## config.mk

```make
export PLATFORM = sky130hd
export DESIGN_NAME = seq_scan_ctrl
export DESIGN_NICKNAME = d
export VERILOG_FILES = /design/src/rtl/seq_scan_pkg.sv /design/src/rtl/seq_match_core.sv /design/src/rtl/seq_scan_ctrl.sv
export SDC_FILE = /design/constraint.sdc
export NUM_CORES = 1
export LEC_CHECK = 0
export CORE_ASPECT_RATIO = 1.5
export CORE_UTILIZATION = 40
export DETAILED_ROUTE_END_ITERATION = 8
export GPL_TIMING_DRIVEN = 0
export PLACE_DENSITY = 0.67
export SLEW_MARGIN = 20
export SYNTH_ARGS = -nofsm -noshare
export SYNTH_HDL_FRONTEND = slang
export SYNTH_SLANG_ARGS = --single-unit
```

## constraint.sdc

```tcl
create_clock -name clk -period 4.1 [get_ports clk]
set_input_delay 0.82 -clock clk [delete_from_list [all_inputs] [get_ports clk]]
set_output_delay 0.82 -clock clk [all_outputs]
set_load 0.05 [all_outputs]
```

## src/rtl/seq_scan_pkg.sv

```systemverilog
// seq_scan_pkg: shared types and helpers for the serial pattern scan controller.
//   state_t  - controller FSM state (IDLE, LOAD, SHIFT, DONE)
//   BYTE_W   - width of the input byte stream
//   len_w()  - width needed to hold a pattern length of 0..pat_w
package seq_scan_pkg;

    typedef enum logic [1:0] {
        IDLE  = 2'd0,
        LOAD  = 2'd1,
        SHIFT = 2'd2,
        DONE  = 2'd3
    } state_t;

    localparam int BYTE_W = 8;

    function automatic int len_w(input int pat_w);
        return $clog2(pat_w) + 1;
    endfunction

endpackage

```

## src/rtl/seq_match_core.sv

```systemverilog
// seq_match_core: serial pattern matcher.
// Shifts one bit per enabled cycle into a history register, counts how many
// bits have arrived since the last restart (saturating at PAT_W), and
// compares the newest len bits against the pattern.
// Ports:
//   clk, reset   clock, asynchronous active-low reset
//   bit_en       shift bit_in this cycle
//   bit_in       incoming serial bit
//   clr          clear history and bit count (start of a scan)
//   len          pattern length, already clamped to 0..PAT_W
//   pattern      pattern; bit [len-1] is the oldest bit of a match
//   overlap      0 = bit count restarts after each hit
//   hit          combinational: this cycle's bit completes a match
module seq_match_core
    import seq_scan_pkg::*;
#(
    parameter int PAT_W = 8,
    localparam int LEN_W = len_w(PAT_W)
) (
    input  logic             clk,
    input  logic             reset,
    input  logic             bit_en,
    input  logic             bit_in,
    input  logic             clr,
    input  logic [LEN_W-1:0] len,
    input  logic [PAT_W-1:0] pattern,
    input  logic             overlap,
    output logic             hit
);

    localparam logic [LEN_W-1:0] SEEN_MAX = LEN_W'(PAT_W);

    // Only PAT_W-1 older bits need storing; the newest bit is bit_in itself.
    logic [PAT_W-2:0] hist;
    logic [PAT_W-1:0] hist_next;
    logic [PAT_W-1:0] mask;
    logic [LEN_W-1:0] bits_seen;
    logic [LEN_W-1:0] bits_seen_next;

    always_comb begin
        hist_next      = {hist, bit_in};
        bits_seen_next = (bits_seen == SEEN_MAX) ? SEEN_MAX : bits_seen + 1'b1;
        for (int i = 0; i < PAT_W; i++) begin
            mask[i] = (LEN_W'(i) < len);
        end
        // len 0 never matches; bits_seen guards against stale history bits.
        hit = bit_en && (len != '0) && (bits_seen_next >= len)
              && (((hist_next ^ pattern) & mask) == '0);
    end

    always_ff @(posedge clk or negedge reset) begin
        if (!reset) begin
            hist      <= '0;
            bits_seen <= '0;
        end else if (clr) begin
            hist      <= '0;
            bits_seen <= '0;
        end else if (bit_en) begin
            hist      <= hist_next[PAT_W-2:0];
            bits_seen <= (hit && !overlap) ? '0 : bits_seen_next;
        end
    end

endmodule

```

## src/rtl/seq_scan_ctrl.sv

```systemverilog
// seq_scan_ctrl: byte-stream serial pattern scan controller.
// Accepts bytes, serialises them one bit per clock into seq_match_core,
// counts matches and stops after a configured limit.
// Optional build macro: SEQ_SCAN_LSB_FIRST_EN -> bytes serialise LSB first
// (default MSB first).
// Ports:
//   clk, reset            clock, asynchronous active-low reset
//   cfg_we                latch cfg_* (IDLE only)
//   cfg_pattern/len       pattern and its length (len > PAT_W clamps)
//   cfg_overlap           1 = overlapping matches
//   cfg_limit             stop after this many matches, 0 = unlimited
//   start                 begin a scan (IDLE only)
//   abort                 return to IDLE next cycle, no done pulse
//   in_valid/in_ready     byte handshake
//   in_byte               byte data
//   busy                  LOAD or SHIFT
//   match                 registered one-cycle match pulse
//   match_cnt             matches in the current/last scan
//   done                  high for the single DONE cycle
//   dbg_state             current FSM state
// Handshake: a byte transfers on a rising edge where in_valid && in_ready;
// in_ready is high only in LOAD and does not depend on in_valid. An abort
// in the same cycle wins and the byte is not taken.
module seq_scan_ctrl
    import seq_scan_pkg::*;
#(
    parameter int PAT_W = 8,
    parameter int CNT_W = 8,
    localparam int LEN_W = len_w(PAT_W)
) (
    input  logic              clk,
    input  logic              reset,
    input  logic              cfg_we,
    input  logic [PAT_W-1:0]  cfg_pattern,
    input  logic [LEN_W-1:0]  cfg_len,
    input  logic              cfg_overlap,
    input  logic [CNT_W-1:0]  cfg_limit,
    input  logic              start,
    input  logic              abort,
    input  logic              in_valid,
    input  logic [BYTE_W-1:0] in_byte,
    output logic              in_ready,
    output logic              busy,
    output logic              match,
    output logic [CNT_W-1:0]  match_cnt,
    output logic              done,
    output logic [1:0]        dbg_state
);

    localparam int IDX_W = $clog2(BYTE_W);

`ifdef SEQ_SCAN_LSB_FIRST_EN
    localparam logic [IDX_W-1:0] IDX_FIRST = '0;
    localparam logic [IDX_W-1:0] IDX_LAST  = IDX_W'(BYTE_W - 1);
`else
    localparam logic [IDX_W-1:0] IDX_FIRST = IDX_W'(BYTE_W - 1);
    localparam logic [IDX_W-1:0] IDX_LAST  = '0;
`endif

    state_t state, state_next;

    logic [PAT_W-1:0]  pat_r;
    logic [LEN_W-1:0]  len_r;
    logic              ovl_r;
    logic [CNT_W-1:0]  lim_r;
    logic [BYTE_W-1:0] byte_r;
    logic [IDX_W-1:0]  bit_idx;
    logic [CNT_W-1:0]  cnt_next;

    logic bit_en, clr, hit, stop, last_bit, accept;

    assign bit_en   = (state == SHIFT) && !abort;
    assign clr      = (state == IDLE) && start;
    assign accept   = (state == LOAD) && in_valid && !abort;
    assign last_bit = (bit_idx == IDX_LAST);
    assign cnt_next = match_cnt + 1'b1;
    // Counting wraps when unlimited; a nonzero limit stops on equality.
    assign stop     = (lim_r != '0) && (cnt_next == lim_r);

    seq_match_core #(.PAT_W(PAT_W)) u_core (
        .clk     (clk),
        .reset   (reset),
        .bit_en  (bit_en),
        .bit_in  (byte_r[bit_idx]),
        .clr     (clr),
        .len     (len_r),
        .pattern (pat_r),
        .overlap (ovl_r),
        .hit     (hit)
    );

    // State register
    always_ff @(posedge clk or negedge reset) begin
        if (!reset) state <= IDLE;
        else        state <= state_next;
    end

    // Next-state logic; abort outranks everything outside IDLE.
    always_comb begin
        state_next = state;
        case (state)
            IDLE:  if (start) state_next = LOAD;
            LOAD: begin
                if (abort)         state_next = IDLE;
                else if (in_valid) state_next = SHIFT;
            end
            SHIFT: begin
                if (abort)            state_next = IDLE;
                else if (hit && stop) state_next = DONE;
                else if (last_bit)    state_next = LOAD;
            end
            DONE:  state_next = IDLE;
            default: state_next = IDLE;
        endcase
    end

    // Output decode
    always_comb begin
        in_ready  = (state == LOAD);
        busy      = (state == LOAD) || (state == SHIFT);
        done      = (state == DONE);
        dbg_state = state;
    end

    // Config, byte buffer, bit index, match counter and pulse
    always_ff @(posedge clk or negedge reset) begin
        if (!reset) begin
            pat_r     <= '0;
            len_r     <= '0;
            ovl_r     <= 1'b0;
            lim_r     <= '0;
            byte_r    <= '0;
            bit_idx   <= '0;
            match_cnt <= '0;
            match     <= 1'b0;
        end else begin
            if ((state == IDLE) && cfg_we) begin
                pat_r <= cfg_pattern;
                len_r <= (cfg_len > LEN_W'(PAT_W)) ? LEN_W'(PAT_W) : cfg_len;
                ovl_r <= cfg_overlap;
                lim_r <= cfg_limit;
            end
            if (accept) begin
                byte_r  <= in_byte;
                bit_idx <= IDX_FIRST;
            end else if (bit_en) begin
`ifdef SEQ_SCAN_LSB_FIRST_EN
                bit_idx <= bit_idx + 1'b1;
`else
                bit_idx <= bit_idx - 1'b1;
`endif
            end
            if (clr)      match_cnt <= '0;
            else if (hit) match_cnt <= cnt_next;
            match <= hit;
        end
    end

endmodule
```

==> flow_summary.json, run 1 <==
{
  "outcome": "finished with violations",
  "violations": "design-rule violations",
  "core-area_sq_um": 6900,
  "slew_viol_final": 0,
  "peakVddDrop_mv": 0.471,
  "die_height_um": 106,
  "cp.required_ns": 4.27,
  "antenna_found_initial": 0,
  "pwr-share-comb_pct": 44.3,
  "grt-busiest-layer": "met2",
  "hpwl_um": 4460,
  "grt_util_all_layers_pct": 17.1,
  "drc_errors": 1,
  "cp.depth": 14,
  "p_sw_mw": 0.780,
  "firstDrtPassIters": 6,
  "nets": 370,
  "io_buffers": 48,
  "clock_path_buffers": 2,
  "layout-drive-gt1-share_pct": 11.8,
  "avgSynthCellArea_sq_um": 10.9,
  "crit_arrival_ns": 3.32,
  "clk_pin_slew_worst_paths_ns": 0.09,
  "grtUsageMet1_pct": 19.9,
  "vias": 2117,
  "p_int_mw": 1.29,
  "area_growth_pct": 22.6,
  "path_class": "reg2reg",
  "vias_per_cell": 5.31,
  "cts_num_sinks": 54,
  "hold_depth": 2,
  "htree_levels": 2,
  "syn_area_sq_um": 2890,
  "period_share_pct": 76.7,
  "fin_skew_ns": 0.00872,
  "synth_top_cell_by_area": "dfrtp_1",
  "synthDominantCellAreaShare_pct": 46.8,
  "crit_path_top_delay_cell": "or4_1",
  "n_fill_cell": 647,
  "final_common_cell": "dfrtp_1",
  "fin_crit_ns": 3.14,
  "cts_made_buffers": 5,
  "maxCapViolations": 0,
  "met3_usage_pct": 3.51,
  "cts-root-buf": "clkbuf_8",
  "post_dp_cell_area_sq_um": 3460,
  "drtIter0Drc": 103,
  "synth_ff_type": "dfrtp_1",
  "yosysWarnings": 0,
  "die_w_um": 71.4,
  "grt_first_pass_wirelength_um": 10000,
  "rsz0062_at_grt": "false",
  "p_sw_share_pct": 37.7,
  "hold_buffers": 0,
  "path_cells": "inv_1 > ha_1 > nand2_1 > nand2_1 > mux2i_1 > ha_1 > o21a_1 > o22ai_1 > or4_1 > or4_4 > inv_2 > buf_6 > mux2i_1 > nor2_1",
  "setup_viol": 0,
  "cpPeakStageDelay_ns": 0.52,
  "ant_nets": 0,
  "hp-class": "reg2reg",
  "grt_max_degree": 55,
  "async_flop_share_pct": 100,
  "final_area_sq_um": 3540,
  "ys_ff_latch": 54,
  "slew-limit-headroom_pct": 55.4,
  "critical_path_buf_inv_count": 3,
  "hold_violations": 0,
  "yosysSeqAreaShare_pct": 46.8,
  "syn_nets": 315,
  "cts_tree": "done",
  "grt_pass1_vias": 2210,
  "grt_overflow": 0,
  "tightestPinTransition_ns": 0.669,
  "cp-start-kind": "flip-flop",
  "synth_cell_types": 41,
  "gp_congestion": 0.850,
  "synth_cells": 266,
  "clkPwrFrac_pct": 13.7,
  "wl_per_cell_um": 14.7,
  "rows": 37,
  "path_max_fanout": 10,
  "io_pins": 49,
  "diodes": 0,
  "initial_utilization_pct": 41.9,
  "cts_resized": 0,
  "tns_ns": 0,
  "powerDensity_nw_per_um2": 584,
  "drt_wl_total_um": 5870,
  "dieArea_sq_um": 7570,
  "post-cts-setup-buffers": 0,
  "seqPwrFrac_pct": 42.0,
  "synth_edf_count": 0,
  "p_leak_nw": 1.51,
  "end_kind": "flip-flop",
  "met2_usage_pct": 29.8,
  "clock_latency_ns": 0.31,
  "synth_area_leaders": "dfrtp_1 (47%), mux2_2 (10%), ha_1 (6.1%)",
  "fmax_ghz": 0.318,
  "layout_common_cells": "dfrtp_1 (54), clkdlybuf4s50_1 (47), mux2_2 (26)",
  "cpLargestDelayFamily": "simple AND/OR/NAND/NOR gates",
  "worstRegToRegCells": 14
}
==> state kept, by name, indices dropped and copies added (netlist names) <==
register,cells
byte_r,8
dbg_state,2
bit_idx,3
u_core.bits_seen,4
lim_r,8
match,1
u_core.hist,7
len_r,4
pat_r,8
ovl_r,1
match_cnt,8
==> synthesized netlist by cell type, types with 4 or more instances <==
master / instances
dfrtp_1: 54
nor2_1: 10
mux2_2: 26
a32o_1: 4
mux2i_1: 4
ha_1: 14
clkbuf_1: 7
a21o_1: 5
and3_1: 5
o21ai_0: 6
nand2b_1: 8
a21oi_1: 19
nand3_1: 9
nor4_1: 4
xor2_1: 5
xnor2_1: 16
inv_1: 16
o22ai_1: 4
nand2_1: 24
==> area by class of cell <==
cell class                      instances  area [sq um]  area share, %
Tap cell                               78          97.6           2.76
Multi-Input combinational cell        187          1440           40.5
Clock buffer                            7          76.3           2.16
Timing Repair Buffer                   48           478           13.5
Sequential cell                        54          1350           38.2
Buffer                                  8          37.5           1.06
Inverter                               17          63.8           1.80
==> per-stage QoR <==
step                      worst slack (ns)  util (%)  power (mW)  hold slack [ns]  cells
after CTS                            0.924      51.3        2.09            0.506    399
after global placement               0.492      50.2        1.78            0.478    392
after global routing                 0.743      51.3        2.22            0.525    399
after floorplan                       1.28         -        1.55            0.467    266
final                                0.957      51.3        2.07            0.500    399
after detailed placement             0.641      50.2        1.80            0.486    392
==> worst register-to-register path, stage by stage (launching register included) <==
cell     delay (ns)
dfrtp_1        0.43
inv_1          0.07
ha_1           0.19
nand2_1        0.08
nand2_1        0.05
mux2i_1        0.22
ha_1           0.21
o21a_1         0.12
o22ai_1        0.06
or4_1          0.52
or4_4          0.51
inv_2          0.14
buf_6          0.16
mux2i_1        0.20
nor2_1         0.05
==> path summary, 6_finish.rpt <==
path                                startpoint           end  slack (ns)
max in group asynchronous                reset      lim_r[6]        3.11
hold / removal                      bit_idx[1]    bit_idx[1]        0.50
setup / recovery           u_core.bits_seen[0]  match_cnt[1]        0.96
setup reg to reg           u_core.bits_seen[0]  match_cnt[1]        0.96
min in group asynchronous                reset    bit_idx[0]        0.54
hold reg to reg                     bit_idx[1]    bit_idx[1]        0.50
==> kinds of logic (layout without fill, tap and decap cells) <==
group	count (synthesis)	in the layout	synth area share [%]
compound gates	47	47	10.4
buf+inv	25	80	3.51
mux	33	33	14.1
xor+xnor	21	21	6.37
simple gates	72	72	12.7
fa+ha+maj	14	14	6.07
flops	54	54	46.8
==> power groups by stage <==
| stage | sequential (mW) | combinational [mW] | clock, mW |
|---|---|---|---|
| after detailed placement | 0.882 | 0.923 | 0 |
| after global placement | 0.871 | 0.905 | 0 |
| after CTS | 0.870 | 0.931 | 0.292 |
| after global routing | 0.897 | 1.02 | 0.313 |
| final | 0.868 | 0.916 | 0.283 |
| after floorplan | 0.865 | 0.684 | 0 |
==> layer usage <==
layer / vias up / part of all wire, %
met2: 62 / 52
met4: 0 / 2.8
met1: 1004 / 40
met5: - / 0
li1: 1038 / -
met3: 13 / 4.5
Note: power is estimated with default switching activity, not from simulation.
==> run 2: changes to the inputs <==
--- a/config.mk
+++ b/config.mk
@@ -9,7 +9,7 @@
 export CORE_UTILIZATION = 40
 export DETAILED_ROUTE_END_ITERATION = 8
 export GPL_TIMING_DRIVEN = 0
-export PLACE_DENSITY = 0.67
+export PLACE_DENSITY = 0.69
 export SLEW_MARGIN = 20
 export SYNTH_ARGS = -nofsm -noshare
 export SYNTH_HDL_FRONTEND = slang
==> constraint.sdc (replaced) <==
create_clock -name clk -period 2.7 [get_ports clk]
set_input_delay 0.54 -clock clk [delete_from_list [all_inputs] [get_ports clk]]
set_output_delay 0.54 -clock clk [all_outputs]
set_load 0.05 [all_outputs]
==> run 2 against run 1 <==
Effect of this change: sequential cell count unchanged; largest cell class unchanged; non-clock buffer count increased by 9; highest routed layer unchanged; maximum frequency increased by 9.5%; the flow finishes with violations (design-rule violations, negative setup slack); clock skew decreased by 0.0018 ns; largest power group unchanged.
==> flow_summary.json, run 2 (synthesized netlist as in run 1, its figures left out) <==
{
  "final_area_sq_um": 3720,
  "cts_made_buffers": 5,
  "hp-class": "in2async",
  "powerDensity_nw_per_um2": 891,
  "cts_tree": "done",
  "layout_common_cells": "dfrtp_1 (52), clkdlybuf4s50_1 (47), mux2_2 (26)",
  "hold_violations": 0,
  "ant_nets": 0,
  "rrSetupSlack_ns": -0.17,
  "grt-busiest-layer": "met2",
  "clk_pin_slew_worst_paths_ns": 0.10,
  "firstDrtPassIters": 6,
  "violations": "design-rule violations, negative setup slack",
  "grt_overflow": 0,
  "gp_congestion": 0.790,
  "path_max_fanout": 5,
  "layout-drive-gt1-share_pct": 18.4,
  "path_class": "reg2reg",
  "worstRegToRegCells": 13,
  "grt_util_all_layers_pct": 17.2,
  "grt_max_degree": 55,
  "antenna_found_initial": 0,
  "reg2reg_from": "u_core.bits_seen[0]",
  "vias_per_cell": 5.34,
  "drt_wl_total_um": 5920,
  "drc_errors": 1,
  "setup_slack_ns": -0.171,
  "io_buffers": 48,
  "met3_usage_pct": 3.60,
  "timing.hold.ws_ns": 0.248,
  "wl_per_cell_um": 14.5,
  "post_dp_cell_area_sq_um": 3470,
  "cp.required_ns": 2.89,
  "rows": 37,
  "grt_first_pass_wirelength_um": 10100,
  "peakVddDrop_mv": 1.02,
  "r2r-end": "dbg_state[1]",
  "grtUsageMet1_pct": 19.7,
  "fin_crit_ns": 2.87,
  "clock_latency_ns": 0.31,
  "dieArea_sq_um": 7570,
  "io_pins": 49,
  "grt_pass1_vias": 2201,
  "cts-root-buf": "clkbuf_8",
  "drtIter0Drc": 120,
  "outcome": "finished with violations",
  "die_height_um": 106,
  "met2_usage_pct": 31.2,
  "slew-limit-headroom_pct": 54.7,
  "hpwl_um": 4390,
  "p_leak_nw": 1.58,
  "clock_path_buffers": 2,
  "vias": 2183,
  "pre_cts_ws_ns": -0.429,
  "cts_num_sinks": 54,
  "initial_utilization_pct": 41.9,
  "final_common_cell": "dfrtp_1",
  "period_share_pct": 106,
  "hold_buffers": 0,
  "core-area_sq_um": 6900,
  "slew_viol_final": 0,
  "nets": 379,
  "die_w_um": 71.4,
  "setup_viol": 14,
  "area_growth_pct": 29.0,
  "end_kind": "flip-flop",
  "tightestPinTransition_ns": 0.679,
  "finish.utilization_pct": 54.0,
  "crit_arrival_ns": 3.07,
  "fin_skew_ns": 0.00694,
  "fmax_ghz": 0.348,
  "diodes": 0,
  "cp-start-kind": "flip-flop",
  "maxCapViolations": 0,
  "rsz0062_at_grt": "true",
  "tns_ns": -1.56,
  "htree_levels": 2
}
==> run 2: cell type report <==
type / instances / area, sq um
well taps: 78 / 97.6
multi-input cells: 187 / 1490
repair buffers: 57 / 558
inverters: 17 / 71.3
clock inverters: 3 / 40.0
plain buffers: 8 / 41.3
fillers: 609 / 3170
clock buffers: 5 / 68.8
flip-flops and latches: 54 / 1350
==> run 2: layer usage <==
layer | vias to the layer above | share of wire, %
met5 | - | 0
met3 | 10 | 3.6
li1 | 1062 | -
met4 | 0 | 1.8
met2 | 47 | 55
met1 | 1064 | 40
==> run 2: critical path, stage by stage, from the launching register on <==
cell       delay, ns
dfrtp_1         0.39
buf_4           0.16
ha_4            0.16
nand2_1         0.07
mux2i_2         0.09
ha_2            0.32
o21a_1          0.10
o22ai_1         0.06
or4_1           0.40
or4_4           0.48
inv_8           0.10
buf_12          0.10
o2111ai_4       0.15
mux2i_1         0.16
==> run 2: metrics by stage <==
step / power [mW] / instances
floorplan: 2.36 / 266
global placement: 2.70 / 392
detailed placement: 2.74 / 392
CTS: 3.34 / 405
global route: 3.55 / 409
finish: 3.32 / 409
==> run 2: where the power goes <==
part           internal, mW  total [mW]  switching [mW]  leakage [nW]
logic                 0.743        1.47           0.724         0.848
clock network         0.273       0.537           0.264        0.0579
registers              1.08        1.31           0.235         0.675
==> run 2: timing repair <==
item                                    CTS  global route
pin swaps                                 2             7
endpoints found under the setup margin   14            14
setup buffers                             5             4
resized for setup                         7             6
==> run 2: worst max-delay path by stage <==
| stage | start | end | slack [ns] | cells past startpoint |
|---|---|---|---|---|
| floorplan | u_core.bits_seen[0] | match_cnt[1] | -0.01 | 15 |
| global placement | reset | dbg_state[0] | -0.76 | 1 |
| detailed placement | abort | dbg_state[1] | -0.43 | 8 |
| CTS | u_core.bits_seen[1] | match_cnt[1] | -0.15 | 15 |
| global route | u_core.bits_seen[0] | match_cnt[1] | -0.28 | 15 |
| finish | u_core.bits_seen[0] | dbg_state[1] | -0.17 | 13 |
